`config.mk`:
```
export PLATFORM = sky130hd
export DESIGN_NAME = pipeline_hazard_ctrl
export DESIGN_NICKNAME = d
export VERILOG_FILES = /design/src/rtl/pipeline_hazard_ctrl.sv
export SDC_FILE = /design/constraint.sdc
export NUM_CORES = 1
export LEC_CHECK = 0
export ABC_AREA = 1
export ABC_CLOCK_PERIOD_IN_PS = 2130
export CAP_MARGIN = 10
export CORE_MARGIN = 2
export CORE_UTILIZATION = 51
export CTS_CLUSTER_SIZE = 10
export DETAILED_ROUTE_END_ITERATION = 7
export MAX_ROUTING_LAYER = met4
export PLACE_DENSITY = 0.9
export SLEW_MARGIN = 20
export SYNTH_ARGS = -nofsm -noshare
export SYNTH_HDL_FRONTEND = slang
export SYNTH_SLANG_ARGS = --single-unit
```
`constraint.sdc`:
```
create_clock -name clk -period 2.13 [get_ports clk]
set_clock_uncertainty 0.1 [all_clocks]
set_input_delay 0.5325 -clock clk [delete_from_list [all_inputs] [get_ports clk]]
set_output_delay 0.5325 -clock clk [all_outputs]
set_load 0.01 [all_outputs]
```
`src/rtl/pipeline_hazard_ctrl.sv`:
```
// Hazard/stall controller for the 5-stage pipeline: load-use stalls, branch
// flushes, data-memory wait holds with timeout, EX forwarding selects and
// saturating stall/flush performance counters.
module pipeline_hazard_ctrl #(
  parameter int unsigned MEM_TIMEOUT = 16,
  parameter int unsigned CNT_W       = 32
) (
  input  logic             clk,
  input  logic             reset,
  input  logic [4:0]       Rs1D,
  input  logic [4:0]       Rs2D,
  input  logic [4:0]       Rs1E,
  input  logic [4:0]       Rs2E,
  input  logic [4:0]       RdE,
  input  logic [4:0]       RdM,
  input  logic [4:0]       RdW,
  input  logic             ResultSrcE0,
  input  logic             RegWriteM,
  input  logic             RegWriteW,
  input  logic             PCSrcE,
  input  logic             MemReqM,
  input  logic             MemReadyM,
  input  logic             CntClear,
  output logic             StallF,
  output logic             StallD,
  output logic             StallE,
  output logic             StallM,
  output logic             FlushD,
  output logic             FlushE,
  output logic             FlushW,
  output logic [1:0]       ForwardAE,
  output logic [1:0]       ForwardBE,
  output logic             MemErr,
  output logic [CNT_W-1:0] StallCount,
  output logic [CNT_W-1:0] FlushCount
);

  localparam int unsigned WAIT_W     = (MEM_TIMEOUT < 2) ? 1 : $clog2(MEM_TIMEOUT + 1);
  localparam bit          TIMEOUT_EN = (MEM_TIMEOUT != 0);

  typedef enum logic {
    RUN     = 1'b0,
    MEMWAIT = 1'b1
  } state_e;

  state_e            state_q, state_d;
  logic [WAIT_W-1:0] wait_cnt_q, wait_cnt_d;
  logic              mem_err_q, mem_err_d;
  logic [CNT_W-1:0]  stall_cnt_q, stall_cnt_d;
  logic [CNT_W-1:0]  flush_cnt_q, flush_cnt_d;

  logic       timeout_c;
  logic       mem_hold_c;
  logic       lw_stall_c;
  logic       flush_evt_c;
  logic [1:0] fwd_a_c;
  logic [1:0] fwd_b_c;

  // Hazard detection terms: memory hold, timeout and load-use.
  always_comb begin
    timeout_c  = (state_q == MEMWAIT) & ~MemReadyM & TIMEOUT_EN &
                 (wait_cnt_q == WAIT_W'(MEM_TIMEOUT));
    mem_hold_c = (state_q == RUN) ? (MemReqM & ~MemReadyM)
                                  : (~MemReadyM & ~timeout_c);
    lw_stall_c = ResultSrcE0 & (RdE != 5'd0) & ((RdE == Rs1D) | (RdE == Rs2D));
  end

  // Forwarding selects; MEM result is newer so it beats WB.
  always_comb begin
    fwd_a_c = 2'b00;
    fwd_b_c = 2'b00;
    if (RegWriteM && (RdM == Rs1E) && (Rs1E != 5'd0))      fwd_a_c = 2'b10;
    else if (RegWriteW && (RdW == Rs1E) && (Rs1E != 5'd0)) fwd_a_c = 2'b01;
    if (RegWriteM && (RdM == Rs2E) && (Rs2E != 5'd0))      fwd_b_c = 2'b10;
    else if (RegWriteW && (RdW == Rs2E) && (Rs2E != 5'd0)) fwd_b_c = 2'b01;
  end

  // Same-cycle pipeline controls, priority memory hold > branch > load-use.
  always_comb begin
    StallF      = 1'b0;
    StallD      = 1'b0;
    StallE      = 1'b0;
    StallM      = 1'b0;
    FlushD      = 1'b0;
    FlushE      = 1'b0;
    FlushW      = 1'b0;
    ForwardAE   = 2'b00;
    ForwardBE   = 2'b00;
    flush_evt_c = 1'b0;
    if (!reset) begin
      FlushD = 1'b1;
      FlushE = 1'b1;
      FlushW = 1'b1;
    end else begin
      ForwardAE = fwd_a_c;
      ForwardBE = fwd_b_c;
      if (mem_hold_c) begin
        StallF = 1'b1;
        StallD = 1'b1;
        StallE = 1'b1;
        StallM = 1'b1;
        FlushW = 1'b1;
      end else if (PCSrcE) begin
        FlushD      = 1'b1;
        FlushE      = 1'b1;
        flush_evt_c = 1'b1;
      end else if (lw_stall_c) begin
        StallF = 1'b1;
        StallD = 1'b1;
        FlushE = 1'b1;
      end
    end
  end

  // Next state for memory-wait FSM, sticky error and counters.
  always_comb begin
    state_d     = state_q;
    wait_cnt_d  = wait_cnt_q;
    mem_err_d   = mem_err_q;
    stall_cnt_d = stall_cnt_q;
    flush_cnt_d = flush_cnt_q;
    case (state_q)
      RUN: begin
        if (MemReqM && !MemReadyM) begin
          state_d    = MEMWAIT;
          wait_cnt_d = WAIT_W'(1);
        end
      end
      MEMWAIT: begin
        if (MemReadyM) begin
          state_d    = RUN;
          wait_cnt_d = '0;
        end else if (timeout_c) begin
          state_d    = RUN;
          wait_cnt_d = '0;
          mem_err_d  = 1'b1;
        end else if (wait_cnt_q != '1) begin
          wait_cnt_d = wait_cnt_q + WAIT_W'(1);
        end
      end
      default: begin
        state_d    = RUN;
        wait_cnt_d = '0;
      end
    endcase
    if (CntClear) begin
      stall_cnt_d = '0;
      flush_cnt_d = '0;
    end else begin
      if (StallF && (stall_cnt_q != '1))      stall_cnt_d = stall_cnt_q + CNT_W'(1);
      if (flush_evt_c && (flush_cnt_q != '1)) flush_cnt_d = flush_cnt_q + CNT_W'(1);
    end
  end

  // State registers with synchronous active-low reset.
  always_ff @(posedge clk) begin
    if (!reset) begin
      state_q     <= RUN;
      wait_cnt_q  <= '0;
      mem_err_q   <= 1'b0;
      stall_cnt_q <= '0;
      flush_cnt_q <= '0;
    end else begin
      state_q     <= state_d;
      wait_cnt_q  <= wait_cnt_d;
      mem_err_q   <= mem_err_d;
      stall_cnt_q <= stall_cnt_d;
      flush_cnt_q <= flush_cnt_d;
    end
  end

  assign MemErr     = mem_err_q;
  assign StallCount = stall_cnt_q;
  assign FlushCount = flush_cnt_q;

endmodule

```
==> qor.csv, run 1 <==
metric;value;unit
main combinational cell family by area after synthesis;simple AND/OR/NAND/NOR gates;
top cells by area, synth;dfxtp_1, nand2_1, nor2_1;
Crit path max-delay family;buffers and inverters;
Syn Nets;864;
Core Region;9820;µm²
Synth area leader;dfxtp_1;
drt drc;0;
clock buffer depth;2;
layout net count;1053;
Max Cap Viol;0;
final clock period utilization by the worst path;108;%
yosys warns;0;
n_diodes;0;
GP Congestion;0.984;
Worst-Margin Slew;466;ps
IO Port Bufs;119;
Buf/Inv on CP;6;
Comb power frac;17.1;%
H-tree levels;3;
post-route antenna net violation count;0;
Distinct cells, synth;39;
register area share after synthesis;27.5;%
Post-synth EDFFs;0;
mux contribution to synthesized area;0;%
Max Clk Rate;436;MHz
Vias;6448;
Die Y;105;µm
Cell Chain, Critical Path;dlygate4sd2_1 -> inv_1 -> nand3_1 -> nand2_2 -> inv_4 -> buf_4 -> buf_6 -> nand2_1 -> buf_2;
most frequent cells after synthesis;nand2_1, nor2_1, dfxtp_1;
reg2reg start;wait_cnt_q[1]$_SDFFE_PN0P_;
Cells after Synth;815;
GR Util All Layers;30.6;%
Synth Area per Inst;6.34;µm²
final setup TNS;-1230;ps
Critical Path RT;1500;ps
top cell type's share of synthesized area;27.5;%
top-count cell post-synth;nand2_1;
Synth Cell Area;5170;µm²
slowest stage delay, CP;280;ps
Net Sw Power;853;µW
CP Class;in -> out;
dpl ws;-790;ps
clock network fraction of total power;40.0;%
CTS tree;done;
RSZ-0062 raised after global routing;yes;
Initial Util;52.6;%
Num CTS Buffers;9;
GRT overflow;0;
Worst-Skew Late Latency;370;ps
CTS Sinks;71;
Final HPWL DP;11600;µm
Most used DFF post-synth;dfxtp_1;
switching share of power;27.3;%
Synth Register Bits;71;
Max IR drop VDD;361;µV
ratio of cells with drive above 1 in the final layout;23.9;%
first-pass GRT wire length;27200;µm
Hold Path Class;reg -> reg;
Cell Int Power;2270;µW
area grow syn2layout;43.7;%
vias in the first global route;5939;
status;complete, but fails checks;
Max Slew Vio Count;0;
Die Wd;105;µm
adder-cell share of the synthesized area;1.21;%
Layout Utilization;75.6;%
post-synthesis compound-gate area fraction;11.1;%
die area;11000;µm²
row count;36;
largest net degree at the start of global routing;33;
nature of the critical path endpoint;output pin;
Worst-path clk slew;80;ps
final setup fails;15;
leak pwr;0.00288;µW
XOR/XNOR Fraction of Synth Area;8.47;%
post-synthesis async set-or-reset flop share;0;%
Startpoint Class;input port;
Wirelength per Cell;15.7;µm
min Tclk post-route;2290;ps
crit path from;MemReadyM;
Post-CTS Hold Buffers;0;
failing checks;setup timing;
Power Density;420;nW/µm²
sequential power share;42.9;%
TritonRoute pass-1 iters;6;
initial antenna violation count;0;
largest fanout on the critical path;5;
final hold vios;0;
Worst path slowest cell;dlygate4sd2_1;
setup ws final;-161;ps
hold wc startpoint;MemErr$_SDFFE_PN0P_;
DR iter-0 viols;514;
via density per instance;5.65;
CP Data Arrival Time;1660;ps
I/O pin count;120;
final wirelength;17900;µm
Post-Synth Simple-Gate Area;42.9;%
root buffer cell;clkbuf_8;
max_slew headroom;68.7;%
[final cells by class]
class                   instances  area (µm²)
clock inverters                 5        81.3
well taps                     133         166
clock buffers                  10         138
multi-input cells             647        3470
inverters                      72         292
fillers                       705        2400
flip-flops and latches         71        1430
repair buffers                203        1850
[through the flow]
step / hold WS (ps) / cell area, µm² / total power, µW / instances
after floorplan: 351 / 5170 / 1580 / 815
after global placement: 349 / 6970 / 1810 / 1110
after detailed placement: 359 / 6970 / 1820 / 1110
after CTS: 377 / 7260 / 3050 / 1134
after global routing: 421 / 7420 / 3220 / 1141
final: 369 / 7420 / 3120 / 1141
[registers in the layout (all words and copies together) (netlist names)]
| signal | cells |
|---|---|
| FlushCount | 32 |
| StallCount | 32 |
| wait_cnt_q | 5 |
| MemErr | 1 |
| state_q | 1 |
[path summary, 6_finish.rpt]
| path | depth (start not counted) | endpoint | slack [ps] |
|---|---|---|---|
| setup reg to reg | 14 | StallCount[0]$_SDFFE_PP0P_ | -40 |
| hold reg to reg | 1 | MemErr$_SDFFE_PN0P_ | 370 |
| setup / recovery | 9 | FlushW | -160 |
| hold / removal | 1 | MemErr$_SDFFE_PN0P_ | 370 |
[cell usage in the layout, fill, tap and decap left out, types with 18 or more instances in the layout]
master and instances:
nand2_1 268, nor2_1 97, buf_4 71, clkdlybuf4s50_1 68, dfxtp_1 67, inv_1 49
a21oi_1 40, nand4_1 39, xor2_1 31, a21oi_2 27, nand3_1 19, nand2_2 18
[cell families (layout without fill, tap and decap cells)]
| logic type | after synthesis | after routing |
|---|---|---|
| xor+xnor | 50 | 50 |
| simple gates | 502 | 502 |
| buf+inv | 97 | 290 |
| compound gates | 90 | 90 |
| fa+ha+maj | 5 | 5 |
| flops | 71 | 71 |
[power by group through the flow]
stage,Combinational [µW],Sequential [µW],Clock [µW]
2_1_floorplan,208,1370,0
3_3_place_gp,447,1370,0
3_5_place_dp,455,1370,0
4_1_cts,471,1340,1250
5_1_grt,564,1340,1320
6_report,532,1340,1250
[what timing repair did]
item	4_1_cts	5_1_grt
pin swaps	36	27
gates resized for setup	172	52
setup endpoints to repair	43	71
buffers inserted	10	7
[metal layers]
metal	GRT usage [%]	part of all wire (%)	vias to the layer above
met1	35.8	38	2926
met5	-	0	-
met3	5.05	9.1	89
li1	-	-	3012
met2	52.3	49	421
met4	12.6	4.0	0
No activity file was read; power rests on OpenSTA's default activity.
==> run 2: changes to the inputs <==
--- a/config.mk
+++ b/config.mk
@@ -12,7 +12,6 @@
 export CORE_UTILIZATION = 51
 export CTS_CLUSTER_SIZE = 10
 export DETAILED_ROUTE_END_ITERATION = 7
-export MAX_ROUTING_LAYER = met4
 export PLACE_DENSITY = 0.9
 export SLEW_MARGIN = 20
 export SYNTH_ARGS = -nofsm -noshare
==> qor.csv, run 2 (same netlist as run 1, synthesis figures left out) <==
metric;value;unit
Vias;6632;
min Tclk post-route;2400;ps
Max IR drop VDD;289;µV
Post-CTS Hold Buffers;0;
n_diodes;0;
Die Wd;105;µm
CTS tree;done;
met2 routed WL;8990;µm
Wirelength per Cell;16.9;µm
CP Data Arrival Time;1770;ps
final setup TNS;-2920;ps
I/O pin count;120;
Top Layer Used;met4;
Final HPWL DP;11400;µm
drt drc;1;
Worst-Margin Slew;478;ps
final clock period utilization by the worst path;113;%
final wirelength;19400;µm
initial antenna violation count;0;
area grow syn2layout;45.0;%
failing checks;DRC, setup timing;
Hold Path Class;reg -> reg;
die area;11000;µm²
GRT overflow;0;
final setup fails;38;
post-route antenna net violation count;0;
Startpoint Class;input port;
met1 wire length;7180;µm
largest fanout on the critical path;3;
root buffer cell;clkbuf_8;
row count;36;
Initial Util;52.6;%
Max Clk Rate;417;MHz
Final Power;3060;µW
CTS Sinks;71;
vias in the first global route;5785;
status;complete, but fails checks;
Final Instance Count excl. Fillers;1146;
Sequential cell area;1430;µm²
Power Density;409;nW/µm²
multi-input logic area;3530;µm²
Placed Instances;1109;
nature of the critical path endpoint;output pin;
Critical Path RT;1500;ps
setup ws final;-269;ps
largest net degree at the start of global routing;33;
Worst path slowest cell;dlygate4sd2_1;
slowest stage delay, CP;300;ps
CP Class;in -> out;
Die Y;105;µm
met3 WL;1980;µm
final hold vios;0;
leak pwr;0.00291;µW
via density per instance;5.79;
Num CTS Buffers;9;
DR iter-0 viols;549;
TritonRoute pass-1 iters;8;
clock buffer depth;2;
ratio of cells with drive above 1 in the final layout;26.4;%
crit-path most repeated cell;nand2_1;
H-tree levels;3;
Worst-path clk slew;90;ps
max_slew headroom;67.9;%
layout net count;1057;
Max Slew Vio Count;0;
Cell Chain, Critical Path;dlygate4sd2_1 -> nand2_1 -> nand2_1 -> nor2_2 -> nand3_2 -> nand2_2 -> nand2_4 -> o21ai_2 -> buf_2;
GR Util All Layers;29.8;%
first-pass GRT wire length;27200;µm
Worst-Skew Late Latency;370;ps
RSZ-0062 raised after global routing;yes;
most common cell after layout, fill and taps aside;nand2_1;
fill count;678;
GP Congestion;0.973;
Core Region;9820;µm²
Max Cap Viol;0;
flop2flop setup slack;-190;ps
most frequent cells in the layout;nand2_1, nor2_1, buf_4;
IO Port Bufs;119;
==> run 2: cell count changes in the layout (fill, tap and decap cells not counted), moves of 3 or more <==
cell,change
a21oi_1,-3
inv_2,+6
nand3_2,+3
inv_1,-3
buf_6,+8
clkdlybuf4s15_1,-4
==> run 2: worst paths after layout <==
kind,startpoint,end,cells past startpoint
worst min-delay path,MemErr$_SDFFE_PN0P_,MemErr$_SDFFE_PN0P_,1
worst max register to register,wait_cnt_q[1]$_SDFFE_PN0P_,StallCount[1]$_SDFFE_PP0P_,15
worst min register to register,MemErr$_SDFFE_PN0P_,MemErr$_SDFFE_PN0P_,1
worst max-delay path,Rs2D[2],FlushE,9
==> run 2: report_power, final <==
part	total (µW)	switching, µW	internal, µW
Clock	1140	597	543
Sequential	1340	6.10	1330
Combinational	584	323	261
==> run 2: routing by layer <==
layer | track usage (%) | vias to the layer above
met4 | 13.0 | 0
met2 | 50.7 | 532
li1 | - | 3025
met3 | 5.24 | 143
met1 | 37.1 | 2932
met5 | 0 | -
==> run 2: what timing repair did <==
| action | 4_1_cts | 5_1_grt |
|---|---|---|
| setup buffers | 13 | 12 |
| resized for setup | 185 | 73 |
| setup endpoints to repair | 42 | 77 |
| pin swaps | 33 | 35 |
==> run 2: critical path: cells and delay by family <==
kind	cells	cell delay [ps]
compound gates	1	120
simple gates	6	650
buf+inv	2	450
==> run 2: final cells by class <==
| class | count | share of cell area, % |
|---|---|---|
| multi-input cells | 647 | 47.1 |
| repair buffers | 207 | 25.3 |
| flip-flops and latches | 71 | 19.0 |
| inverters | 72 | 3.72 |
| well taps | 133 | 2.22 |
| clock buffers | 9 | 1.65 |
| clock inverters | 7 | 0.968 |
==> run 2: metrics by stage <==
stage / worst slack (ps) / hold WS [ps] / util (%) / area [µm²]
final: -269 / 395 / 76.3 / 7490
after global routing: -285 / 407 / 76.3 / 7490
after detailed placement: -790 / 363 / 70.9 / 6960
after global placement: -760 / 347 / 70.9 / 6960
after floorplan: -31.1 / 351 / - / 5170
after CTS: -112 / 400 / 74.1 / 7270
==> run 3: changes to the inputs <==
--- a/config.mk
+++ b/config.mk
@@ -13,6 +13,7 @@
 export CTS_CLUSTER_SIZE = 10
 export DETAILED_ROUTE_END_ITERATION = 7
 export PLACE_DENSITY = 0.9
+export RECOVER_POWER = 50
 export SLEW_MARGIN = 20
 export SYNTH_ARGS = -nofsm -noshare
 export SYNTH_HDL_FRONTEND = slang
==> results of run 3 <==
Same layout as run 2: the final DEF is identical, and so are final timing and power.
